File: src/rtl/pipe_pkg.sv
// Shared types and constants for the pipeline-stage register and its users.
package pipe_pkg;

    typedef enum logic [1:0] {
        ST_EMPTY     = 2'd0,
        ST_FULL      = 2'd1,
        ST_FULL_SKID = 2'd2
    } state_t;

    // Source selected for the main (output) payload register on the next edge.
    typedef enum logic [1:0] {
        SEL_HOLD   = 2'd0,
        SEL_IN     = 2'd1,
        SEL_SKID   = 2'd2,
        SEL_BUBBLE = 2'd3
    } main_sel_t;

    localparam logic [31:0] RV_NOP = 32'h00000013;

    localparam int IF_ID_W  = 64;
    localparam int ID_EX_W  = 160;
    localparam int EX_MEM_W = 112;
    localparam int MEM_WB_W = 72;

endpackage

File: src/rtl/pipe_stage_ctrl.sv
// Occupancy state machine for pipe_stage: handshake outputs and payload load controls.
// Handshake: a beat moves upstream when i_valid && o_ready, downstream when o_valid && i_ready.
module pipe_stage_ctrl
    import pipe_pkg::*;
#(
    parameter bit SKID = 1'b1
) (
    input  logic       i_clk,
    input  logic       i_rst,
    input  logic       i_valid,
    input  logic       i_ready,
    input  logic       i_flush,
    output logic       o_ready,
    output logic       o_valid,
    output logic [1:0] o_state,
    output logic [1:0] o_main_sel,
    output logic       o_skid_load
);

    state_t    state_q, state_d;
    main_sel_t main_sel;
    logic      ready_q;
    logic      up_xfer;
    logic      down_xfer;

    assign o_valid   = (state_q != ST_EMPTY);
    // With the skid buffer, ready comes straight from a flop so i_ready never reaches o_ready.
    assign o_ready   = SKID ? ready_q : (!o_valid || i_ready);
    assign up_xfer   = i_valid && o_ready;
    assign down_xfer = o_valid && i_ready;

    assign o_state    = state_q;
    assign o_main_sel = main_sel;

    always_comb begin
        state_d     = state_q;
        main_sel    = SEL_HOLD;
        o_skid_load = 1'b0;
        if (i_flush) begin
            state_d  = ST_EMPTY;
            main_sel = SEL_BUBBLE;
        end else begin
            case (state_q)
                ST_EMPTY: begin
                    if (up_xfer) begin
                        state_d  = ST_FULL;
                        main_sel = SEL_IN;
                    end
                end
                ST_FULL: begin
                    if (up_xfer && down_xfer) begin
                        main_sel = SEL_IN;
                    end else if (up_xfer) begin
                        state_d     = ST_FULL_SKID;
                        o_skid_load = 1'b1;
                    end else if (down_xfer) begin
                        state_d  = ST_EMPTY;
                        main_sel = SEL_BUBBLE;
                    end
                end
                ST_FULL_SKID: begin
                    if (down_xfer) begin
                        state_d  = ST_FULL;
                        main_sel = SEL_SKID;
                    end
                end
                default: begin
                    state_d  = ST_EMPTY;
                    main_sel = SEL_BUBBLE;
                end
            endcase
        end
    end

    always_ff @(posedge i_clk or posedge i_rst) begin
        if (i_rst) begin
            state_q <= ST_EMPTY;
            ready_q <= 1'b1;
        end else begin
            state_q <= state_d;
            ready_q <= (state_d != ST_FULL_SKID);
        end
    end

endmodule

File: src/rtl/pipe_stage.sv
// Parametrised pipeline-stage register with flush and an optional 2-entry skid buffer.
// Payload registers live here; sequencing comes from pipe_stage_ctrl.
module pipe_stage
    import pipe_pkg::*;
#(
    parameter int                DATA_W = 64,
    parameter logic [DATA_W-1:0] BUBBLE = {DATA_W{1'b0}},
    parameter bit                SKID   = 1'b1
) (
    input  logic              i_clk,
    input  logic              i_rst,
    input  logic              i_valid,
    output logic              o_ready,
    input  logic [DATA_W-1:0] i_data,
    output logic              o_valid,
    input  logic              i_ready,
    output logic [DATA_W-1:0] o_data,
    input  logic              i_flush,
    output logic [1:0]        o_count
);

    logic [DATA_W-1:0] main_q;
    logic [DATA_W-1:0] skid_q;
    logic [1:0]        main_sel;
    logic              skid_load;
    logic [1:0]        state;

    pipe_stage_ctrl #(
        .SKID(SKID)
    ) u_ctrl (
        .i_clk      (i_clk),
        .i_rst      (i_rst),
        .i_valid    (i_valid),
        .i_ready    (i_ready),
        .i_flush    (i_flush),
        .o_ready    (o_ready),
        .o_valid    (o_valid),
        .o_state    (state),
        .o_main_sel (main_sel),
        .o_skid_load(skid_load)
    );

    assign o_count = state;
    assign o_data  = main_q;

    always_ff @(posedge i_clk or posedge i_rst) begin
        if (i_rst) begin
            main_q <= BUBBLE;
            skid_q <= BUBBLE;
        end else begin
            if (skid_load) begin
                skid_q <= i_data;
            end
            case (main_sel)
                SEL_IN:     main_q <= i_data;
                SEL_SKID:   main_q <= skid_q;
                SEL_BUBBLE: main_q <= BUBBLE;
                default:    main_q <= main_q;
            endcase
        end
    end

endmodule

File: config.mk
export PLATFORM = sky130hd
export DESIGN_NAME = pipe_stage
export DESIGN_NICKNAME = d
export VERILOG_FILES = /design/src/rtl/pipe_pkg.sv /design/src/rtl/pipe_stage_ctrl.sv /design/src/rtl/pipe_stage.sv
export SDC_FILE = /design/constraint.sdc
export NUM_CORES = 1
export LEC_CHECK = 0
export BUFFER_PORTS_ARGS = -buffer_cell sky130_fd_sc_hd__buf_2
export CAP_MARGIN = 20
export CORE_MARGIN = 2
export CORE_UTILIZATION = 57
export DETAILED_ROUTE_END_ITERATION = 8
export PLACE_DENSITY = 0.82
export REMOVE_ABC_BUFFERS = 1
export SETUP_SLACK_MARGIN = 0.4
export SYNTH_ARGS = -nofsm -noshare
export SYNTH_HDL_FRONTEND = slang
export SYNTH_SLANG_ARGS = --single-unit
File: constraint.sdc
create_clock -name i_clk -period 8.2 [get_ports i_clk]
set_input_delay 1.23 -clock i_clk [delete_from_list [all_inputs] [get_ports i_clk]]
set_output_delay 1.23 -clock i_clk [all_outputs]
set_load 0.005 [all_outputs]
==> results of run 1 <==
[critical path: stages]
cell,delay (ns)
buf_2,0.12
nand2_1,0.11
or3_4,0.38
nor3b_4,0.17
buf_4,0.44
buf_4,0.66
mux2_2,0.41
[how the worst min path moves through the flow]
stage,endpoint,slack (ns),cells past startpoint
6_report,skid_q[33]$_DFFE_PP0P_,0.50,1
5_1_grt,skid_q[53]$_DFFE_PP0P_,0.51,1
3_3_place_gp,skid_q[31]$_DFFE_PP0P_,0.48,1
2_1_floorplan,skid_q[31]$_DFFE_PP0P_,0.47,1
4_1_cts,skid_q[34]$_DFFE_PP0P_,0.50,1
3_5_place_dp,skid_q[54]$_DFFE_PP0P_,0.48,1
[per-layer routing]
layer	global-route usage [%]	routed length (um)
met5	0	0
met4	10.04	238
met3	6.230	556
met2	37.65	6087
met1	31.46	5350
[state kept, by name, summed over array words and instances (netlist names)]
name            count
skid_q             64
u_ctrl.o_state      2
u_ctrl.o_ready      1
o_data             64
[Yosys cell counts, drive strengths merged]
cell type  instances
and2              64
o21a               2
mux2i              1
nor2b              1
buf               20
a211o              1
a221o             64
a21oi              1
nor2               2
o22a               1
mux2              64
or2                1
dfstp              1
nor3               2
nor3b              2
dfrtp            130
clkbuf             6
or3                1
nand2              2
nand2b             1
inv                2
nand4b             1
[power breakdown]
| part | internal, uW | switching, uW |
|---|---|---|
| sequential | 765 | 65.9 |
| clock | 475 | 282 |
| combinational | 171 | 92.9 |
[metrics by stage]
step	cell area, um2	power [uW]
after floorplan	5429	1008
after global placement	6341	1083
after detailed placement	6341	1102
after CTS	6945	1867
after global routing	6945	1931
final	6945	1852
[cells by family after synthesis]
kind of cell | share of synthesized area [%]
AO/OA/AOI/OAI | 11.99
buffers and inverters | 4.116
flip-flops | 58.00
multiplexers | 16.91
AND/OR/NAND/NOR | 8.985
[final cells by class]
cell class                 instances  area [um2]  share of cell area, %
sequential                       131        3279                  47.22
multi-input combinational        211        2160                  31.09
timing repair buffer             142       725.7                  10.45
clock buffer                      22       483.0                  6.954
tap                              133       166.4                  2.396
clock inverter                    10       121.4                  1.747
inverter                           2       10.01                 0.1441
==> impl_metrics.ini, run 1 <==
[synthesis]
avgSynthCellArea_um2 = 15.28
synthDistinctLibCells = 27
synth_area_leaders = dfrtp_1 (58%), mux2_4 (16%), a221o_1 (11%), and2_1 (7.1%), buf_12 (2.1%)
yosysTopAreaCellShare_pct = 57.53
synth.yosys.warnings = 0
yosysTopAreaCell = dfrtp_1
netlist_area_um2 = 5654
ys_seq_area_share_pct = 58.00
ys_seq_elements = 131
syn_inst = 370

[floorplanning]
die-area_um2 = 10730
die_w_um = 103.6
num_rows = 36
die_h_um = 103.6
core_um2 = 9684
initial_core_util_pct = 58.39
pin_count = 137

[critical_path]
r2r-end = skid_q[34]$_DFFE_PP0P_
r2r_start = u_ctrl.o_ready$_DFF_PP1_
worstRegToRegCells = 6
worst_setup_path_start_kind = input port
cp.arrival_ns = 3.57
worstSetupPathType = input port to flip-flop
cp_max_fo = 39
critPathCapture = skid_q[34]$_DFFE_PP0P_
required_ns = 8.59
crit_path_end_kind = flip-flop
critPathLaunch = i_valid
rrSetupSlack_ns = 5.30

[clock_network]
cts.sink_count = 131
h-tree-depth = 4
cts_tree = yes
hold_buffers = 0
clk_latency_ns = 0.51
clkTransAtPathRegs_ns = 0.06
cts_resized = 0
post-cts-setup-buffers = 0
cts_made_buffers = 17
clockBufferDepth = 2
cts_root_buf = clkbuf_8

[sta]
slew_headroom_pct = 45.67
post-route-min-period_ns = 3.174
max_freq_mhz = 315.0
drv_slew = 0
worst_pin_slew_ns = 0.8149
finalHoldViolCount = 0
fin_crit_sh_pct = 38.71
finalSetupViolCount = 0
rsz0062_at_grt = no
hold_ws_ns = 0.4968
fin_skew_ns = 0.006664
fin_setup_tns_ns = 0
timing.final.ws_setup_ns = 5.026

[hold_path]
min_from = skid_q[33]$_DFFE_PP0P_
hold_path_class = flip-flop to flip-flop

[drt]
wl_um = 12230
antenna_left = 0
drtPass1Iterations = 4
vias = 3689
vias_per_cell = 5.667
route.detailed.drc = 0
routedWlPerCell_um = 18.79
drtIter0Drc = 181

[global_route]
grt_pass1_wl_um = 20330
grt_pass1_vias = 3978
grt_max_degree = 69
grt_usage_pct = 23.80
grt_remaining_overflow = 0
antenna_found_initial = 0

[finish]
drive_gt1_share_pct = 47.68
final_util_pct = 71.72
fin_cells = 651
n_antenna_cell = 0
area_growth_pct = 22.84
layout_commonest_cell = buf_2
layout_common_cells = buf_2 (136), dfrtp_1 (130), and2_1 (64), a221o_1 (64), mux2_4 (60)
n_fill_cell = 661
num-nets-final = 574

[power]
powerDensity_nw_per_um2 = 266.7
worst_ir_drop_vdd_v = 0.0001383
leakage_uw = 0.003522

[outcome]
status = completed

[placed_design]
dpl.cell_count = 619
port-buffer-count = 136
preCtsSetupSlack_ns = 4.514
dp_hpwl_um = 7553
routabilityCongestion = 0.7844

[flow_run]
maxCapViolCount = 0
Note: power is estimated with default switching activity, not from simulation.
==> inputs of run 2 (changes only) <==
Settings changed: CORE_UTILIZATION 57 to 53, PLACE_DENSITY 0.82 to 0.77.
Clock period 8.2 ns to 3.1 ns, I/O delays scaled along.
==> impl_metrics.ini, run 2 (synthesis gave the netlist of run 1 again) <==
[finish]
final_util_pct = 67.41
layout_common_cells = buf_2 (136), dfrtp_1 (130), and2_1 (64), a221o_1 (64), mux2_4 (60)
layout_commonest_cell = buf_2
area_growth_pct = 23.08
n_fill_cell = 749
drive_gt1_share_pct = 47.20
num-nets-final = 575

[drt]
wl_um = 12230
vias_per_cell = 5.645
vias = 3692
antenna_left = 0
drtPass1Iterations = 4
route.detailed.drc = 0
drtIter0Drc = 263
routedWlPerCell_um = 18.70

[global_route]
grt_pass1_wl_um = 19690
antenna_found_initial = 1
grt_usage_pct = 22.11
grt_max_degree = 69
grt_remaining_overflow = 0
grt_pass1_vias = 3822

[clock_network]
cts_tree = yes
clk_latency_ns = 0.51
post-cts-setup-buffers = 0
cts_resized = 0
hold_buffers = 0
cts_root_buf = clkbuf_8
clockBufferDepth = 2
cts.sink_count = 131
clkTransAtPathRegs_ns = 0.06
h-tree-depth = 4
cts_made_buffers = 17

[power]
power.share.clock_pct = 40.4
worst_ir_drop_vdd_v = 0.0004182
power.switching_uw = 1133
leakage_uw = 0.003531
p_total_uw = 4872
powerDensity_nw_per_um2 = 700.0
pwr-share-comb_pct = 14.5
sequentialPowerShare_pct = 45.1
p_sw_share_pct = 23.27
p_int_uw = 3738

[sta]
post-route-min-period_ns = 2.253
fin_crit_sh_pct = 72.67
fin_skew_ns = 0.008969
drv_slew = 0
finalSetupViolCount = 0
finalHoldViolCount = 0
slew_headroom_pct = 43.18
worst_pin_slew_ns = 0.8523
max_freq_mhz = 443.9
rsz0062_at_grt = no

[floorplanning]
die_h_um = 107.3
core_um2 = 10320
initial_core_util_pct = 54.77
die_w_um = 107.3
pin_count = 137
die-area_um2 = 11510
num_rows = 37

[critical_path]
worst_setup_path_start_kind = flip-flop
cp_max_fo = 64
worstRegToRegCells = 5
r2r-end = skid_q[34]$_DFFE_PP0P_
rrSetupSlack_ns = 0.85
required_ns = 3.49
r2r_start = u_ctrl.o_ready$_DFF_PP1_
cp.arrival_ns = 2.65
worstSetupPathType = flip-flop to flip-flop
crit_path_end_kind = flip-flop

[flow_run]
maxCapViolCount = 0

[hold_path]
hold_path_class = input port to async pin

[placed_design]
routabilityCongestion = 0.7223
dp_hpwl_um = 7303
port-buffer-count = 136

[outcome]
status = completed
run 2: power by group through the flow:
| stage | sequential [uW] | combinational [uW] | clock (uW) |
|---|---|---|---|
| final | 2200 | 705 | 1970 |
| after detailed placement | 2210 | 705 | 0 |
| after floorplan | 2170 | 500 | 0 |
| after CTS | 2190 | 716 | 2000 |
| after global routing | 2230 | 766 | 2080 |
| after global placement | 2190 | 680 | 0 |
run 2: through the flow:
step	setup TNS [ns]	cell area, um2	instances	setup WS, ns	hold slack, ns
3_3_place_gp	0	6377	623	0.8840	0.4815
6_report	0	6959	654	0.8473	0.1370
3_5_place_dp	0	6377	623	0.8505	0.4838
4_1_cts	0	6957	653	0.8604	0.1576
5_1_grt	0	6959	654	0.7955	0.1778
2_1_floorplan	-262.00	5429	344	-2.402	0.4722
run 2: layout make-up:
class / instances / area (um2) / share of cell area [%]
Multi-Input combinational cell: 211 / 2160 / 31.03
Clock buffer: 21 / 449.2 / 6.455
Clock inverter: 9 / 130.1 / 1.870
Inverter: 2 / 10.01 / 0.1438
Antenna cell: 1 / 2.502 / 0.03596
Sequential cell: 131 / 3279 / 47.12
Timing Repair Buffer: 143 / 758.2 / 10.90
Tap cell: 136 / 170.2 / 2.445
run 2: worst max-delay path, stage by stage (launching register included):
cell and delay [ns]:
dfstp_2 0.55, nand2_1 0.10, or3_4 0.38, nor3b_4 0.22
buf_12 0.42, mux2_2 0.40
run 2: worst max path at each step:
stage / to / start / slack, ns / depth (start not counted)
after global placement: skid_q[34]$_DFFE_PP0P_ / i_valid / 0.88 / 6
after detailed placement: skid_q[34]$_DFFE_PP0P_ / i_valid / 0.85 / 6
after global routing: skid_q[33]$_DFFE_PP0P_ / u_ctrl.o_ready$_DFF_PP1_ / 0.80 / 5
after CTS: skid_q[32]$_DFFE_PP0P_ / u_ctrl.o_ready$_DFF_PP1_ / 0.86 / 5
final: skid_q[34]$_DFFE_PP0P_ / u_ctrl.o_ready$_DFF_PP1_ / 0.85 / 5
after floorplan: skid_q[31]$_DFFE_PP0P_ / u_ctrl.o_ready$_DFF_PP1_ / -2.40 / 4
run 2: layer usage:
| layer | GRT usage [%] | part of all wire (%) | routed length, um | vias up |
|---|---|---|---|---|
| li1 | - | - | - | 1650 |
| met1 | 29.51 | 44 | 5406 | 1918 |
| met2 | 35.13 | 50 | 6085 | 116 |
| met3 | 5.751 | 5.1 | 621 | 8 |
| met4 | 7.885 | 0.97 | 119 | 0 |
| met5 | 0 | 0 | 0 | - |
==> inputs of run 3 (changes only) <==
Settings changed: ABC_AREA from default to 1, CORE_UTILIZATION 53 to 49, PLACE_DENSITY 0.77 to 0.74.
Clock period 3.1 ns to 1.85 ns, I/O delays scaled along.
==> impl_metrics.ini, run 3 <==
[placed_design]
dp_hpwl_um = 8240
routabilityCongestion = 0.7984
port-buffer-count = 136

[power]
power.share.clock_pct = 37.5
worst_ir_drop_vdd_v = 0.0007794
leakage_uw = 0.005040
sequentialPowerShare_pct = 44.1
p_sw_share_pct = 27.83
pwr-share-comb_pct = 18.4
power.switching_uw = 2362
p_int_uw = 6127
powerDensity_nw_per_um2 = 956.2

[synthesis]
syn_inst = 795
ys_seq_elements = 131
synthArstFlopShare_pct = 100.0
synthTopCellsByCount = nand2_1 (392), dfrtp_1 (130), inv_1 (74), nand3_1 (68), o21ai_0 (56)
synth_area_leaders = dfrtp_1 (54%), nand2_1 (24%), nand3_1 (5.7%), o21ai_0 (4.7%), inv_1 (4.6%)
netlist_area_um2 = 6017
ys_seq_area_share_pct = 54.50
synth-edff-count = 0
yosysTopAreaCell = dfrtp_1
synth.yosys.warnings = 0
yosysTopAreaCellShare_pct = 54.07
synth_top_flop_cell = dfrtp_1
synthDistinctLibCells = 17
yosysMostFrequentCell = nand2_1
avgSynthCellArea_um2 = 7.569

[drt]
routedWlPerCell_um = 18.56
vias_per_cell = 5.396
wl_um = 20860
route.detailed.drc = 0
drtIter0Drc = 500
drtPass1Iterations = 5
antenna_left = 0
vias = 6065

[critical_path]
cp_max_fo = 8
worst_setup_path_start_kind = flip-flop
worstSetupPathType = flip-flop to flip-flop
cp.arrival_ns = 1.98
required_ns = 2.19
crit_path_end_kind = flip-flop

[finish]
layout_common_cells = nand2_1 (335), buf_2 (135), dfrtp_1 (128), inv_1 (72), nand3_1 (61)
drive_gt1_share_pct = 33.57
num-nets-final = 1034
area_growth_pct = 47.56
n_fill_cell = 898
layout_commonest_cell = nand2_1
multi_input_area_um2 = 2679
n_antenna_cell = 0
register_area_um2 = 3282

[floorplanning]
die_w_um = 114.8
die-area_um2 = 13180
initial_core_util_pct = 50.09
core_um2 = 12010
pin_count = 137
num_rows = 40
die_h_um = 114.8

[global_route]
grt_max_degree = 65
antenna_found_initial = 0
grt_pass1_wl_um = 27590
grt_remaining_overflow = 0
grt_usage_pct = 27.57
grt_pass1_vias = 5257

[sta]
rsz0062_at_grt = yes
fin_crit_sh_pct = 88.80
slew_headroom_pct = 67.17
fin_skew_ns = 0.006851
max_freq_mhz = 608.7
hold_ws_ns = 0.04127
worst_pin_slew_ns = 0.4924
fin_setup_tns_ns = 0
finalSetupViolCount = 0
finalHoldViolCount = 0
post-route-min-period_ns = 1.643
drv_slew = 0

[flow_run]
maxCapViolCount = 0

[clock_network]
cts.sink_count = 131
clockBufferDepth = 2
clk_latency_ns = 0.42
h-tree-depth = 4
clkTransAtPathRegs_ns = 0.06
cts_made_buffers = 17
cts_tree = yes
cts_root_buf = clkbuf_16

[hold_path]
hold_path_class = input port to flip-flop

[outcome]
status = completed
[run 3: per-stage QoR]
stage / cell area [um2] / setup slack, ns / util, % / power (uW) / std cells
6_report: 8879 / 0.2072 / 73.92 / 8489 / 1124
5_1_grt: 8879 / 0.1629 / 73.92 / 8842 / 1124
4_1_cts: 7926 / 0.3202 / 65.99 / 8011 / 1100
3_5_place_dp: 6862 / 0.2101 / 57.13 / 4670 / 1046
3_3_place_gp: 6862 / 0.2265 / 57.13 / 4629 / 1046
2_1_floorplan: 5792 / -2.167 / - / 4218 / 749
[run 3: power groups by stage]
stage | combinational (uW) | clock, uW | sequential, uW
after CTS | 1180 | 3210 | 3620
after detailed placement | 1020 | 0 | 3650
final | 1560 | 3180 | 3750
after global placement | 983 | 0 | 3650
after global routing | 1710 | 3340 | 3800
after floorplan | 589 | 0 | 3630
[run 3: worst paths after layout]
path | start | to | slack (ns) | cells past startpoint
setup / recovery | u_ctrl.o_state[1]$_DFF_PP0_ | skid_q[7]$_DFFE_PP0P_ | 0.21 | 6
hold / removal | i_flush | u_ctrl.o_state[1]$_DFF_PP0_ | 0.04 | 2
setup reg to reg | u_ctrl.o_state[1]$_DFF_PP0_ | skid_q[7]$_DFFE_PP0P_ | 0.21 | 6
hold reg to reg | o_data[5]$_DFFE_PP0P_ | o_data[5]$_DFFE_PP0P_ | 0.47 | 2
max in group asynchronous | i_rst | skid_q[58]$_DFFE_PP0P_ | 0.73 | 4
min in group asynchronous | i_rst | o_data[54]$_DFFE_PP0P_ | 0.46 | 3
[run 3: metal layers]
layer / global-route usage [%] / share of wire (%)
met5: 0 / 0
met2: 42.96 / 47
met4: 10.12 / 2.5
met1: 38.06 / 41
met3: 6.484 / 9.6
[run 3: cells by family (layout without fill, tap and decap cells)]
group,after synthesis,count (layout),share of synthesized area (%)
AOI/OAI and AO/OA,66,66,5.531
buffers and inverters,122,304,8.484
DFF,131,131,54.50
and+or+nand+nor,476,476,31.48
[run 3: cell type report]
class | count | area share (%)
clock inverters | 6 | 0.9019
flip-flops and latches | 131 | 36.96
multi-input cells | 542 | 30.17
inverters | 76 | 3.326
clock buffers | 25 | 5.242
repair buffers | 197 | 21.32
well taps | 147 | 2.072
[run 3: timing repair]
item / CTS / global route
endpoints found under the hold margin: 46 / 0
pin swaps: 4 / 7
endpoints found under the setup margin: 129 / 126
buffers inserted: 10 / 3
resized for setup: 59 / 147
gates cloned: 12 / 21
hold buffers: 1 / 0
[run 3: critical path, cell delays in order, from the launching register on]
cell and delay, ns:
dfrtp_2 0.45, buf_6 0.14, nor3_4 0.22, nand3_4 0.19, buf_12 0.22, clkbuf_16 0.18
o21ai_1 0.16
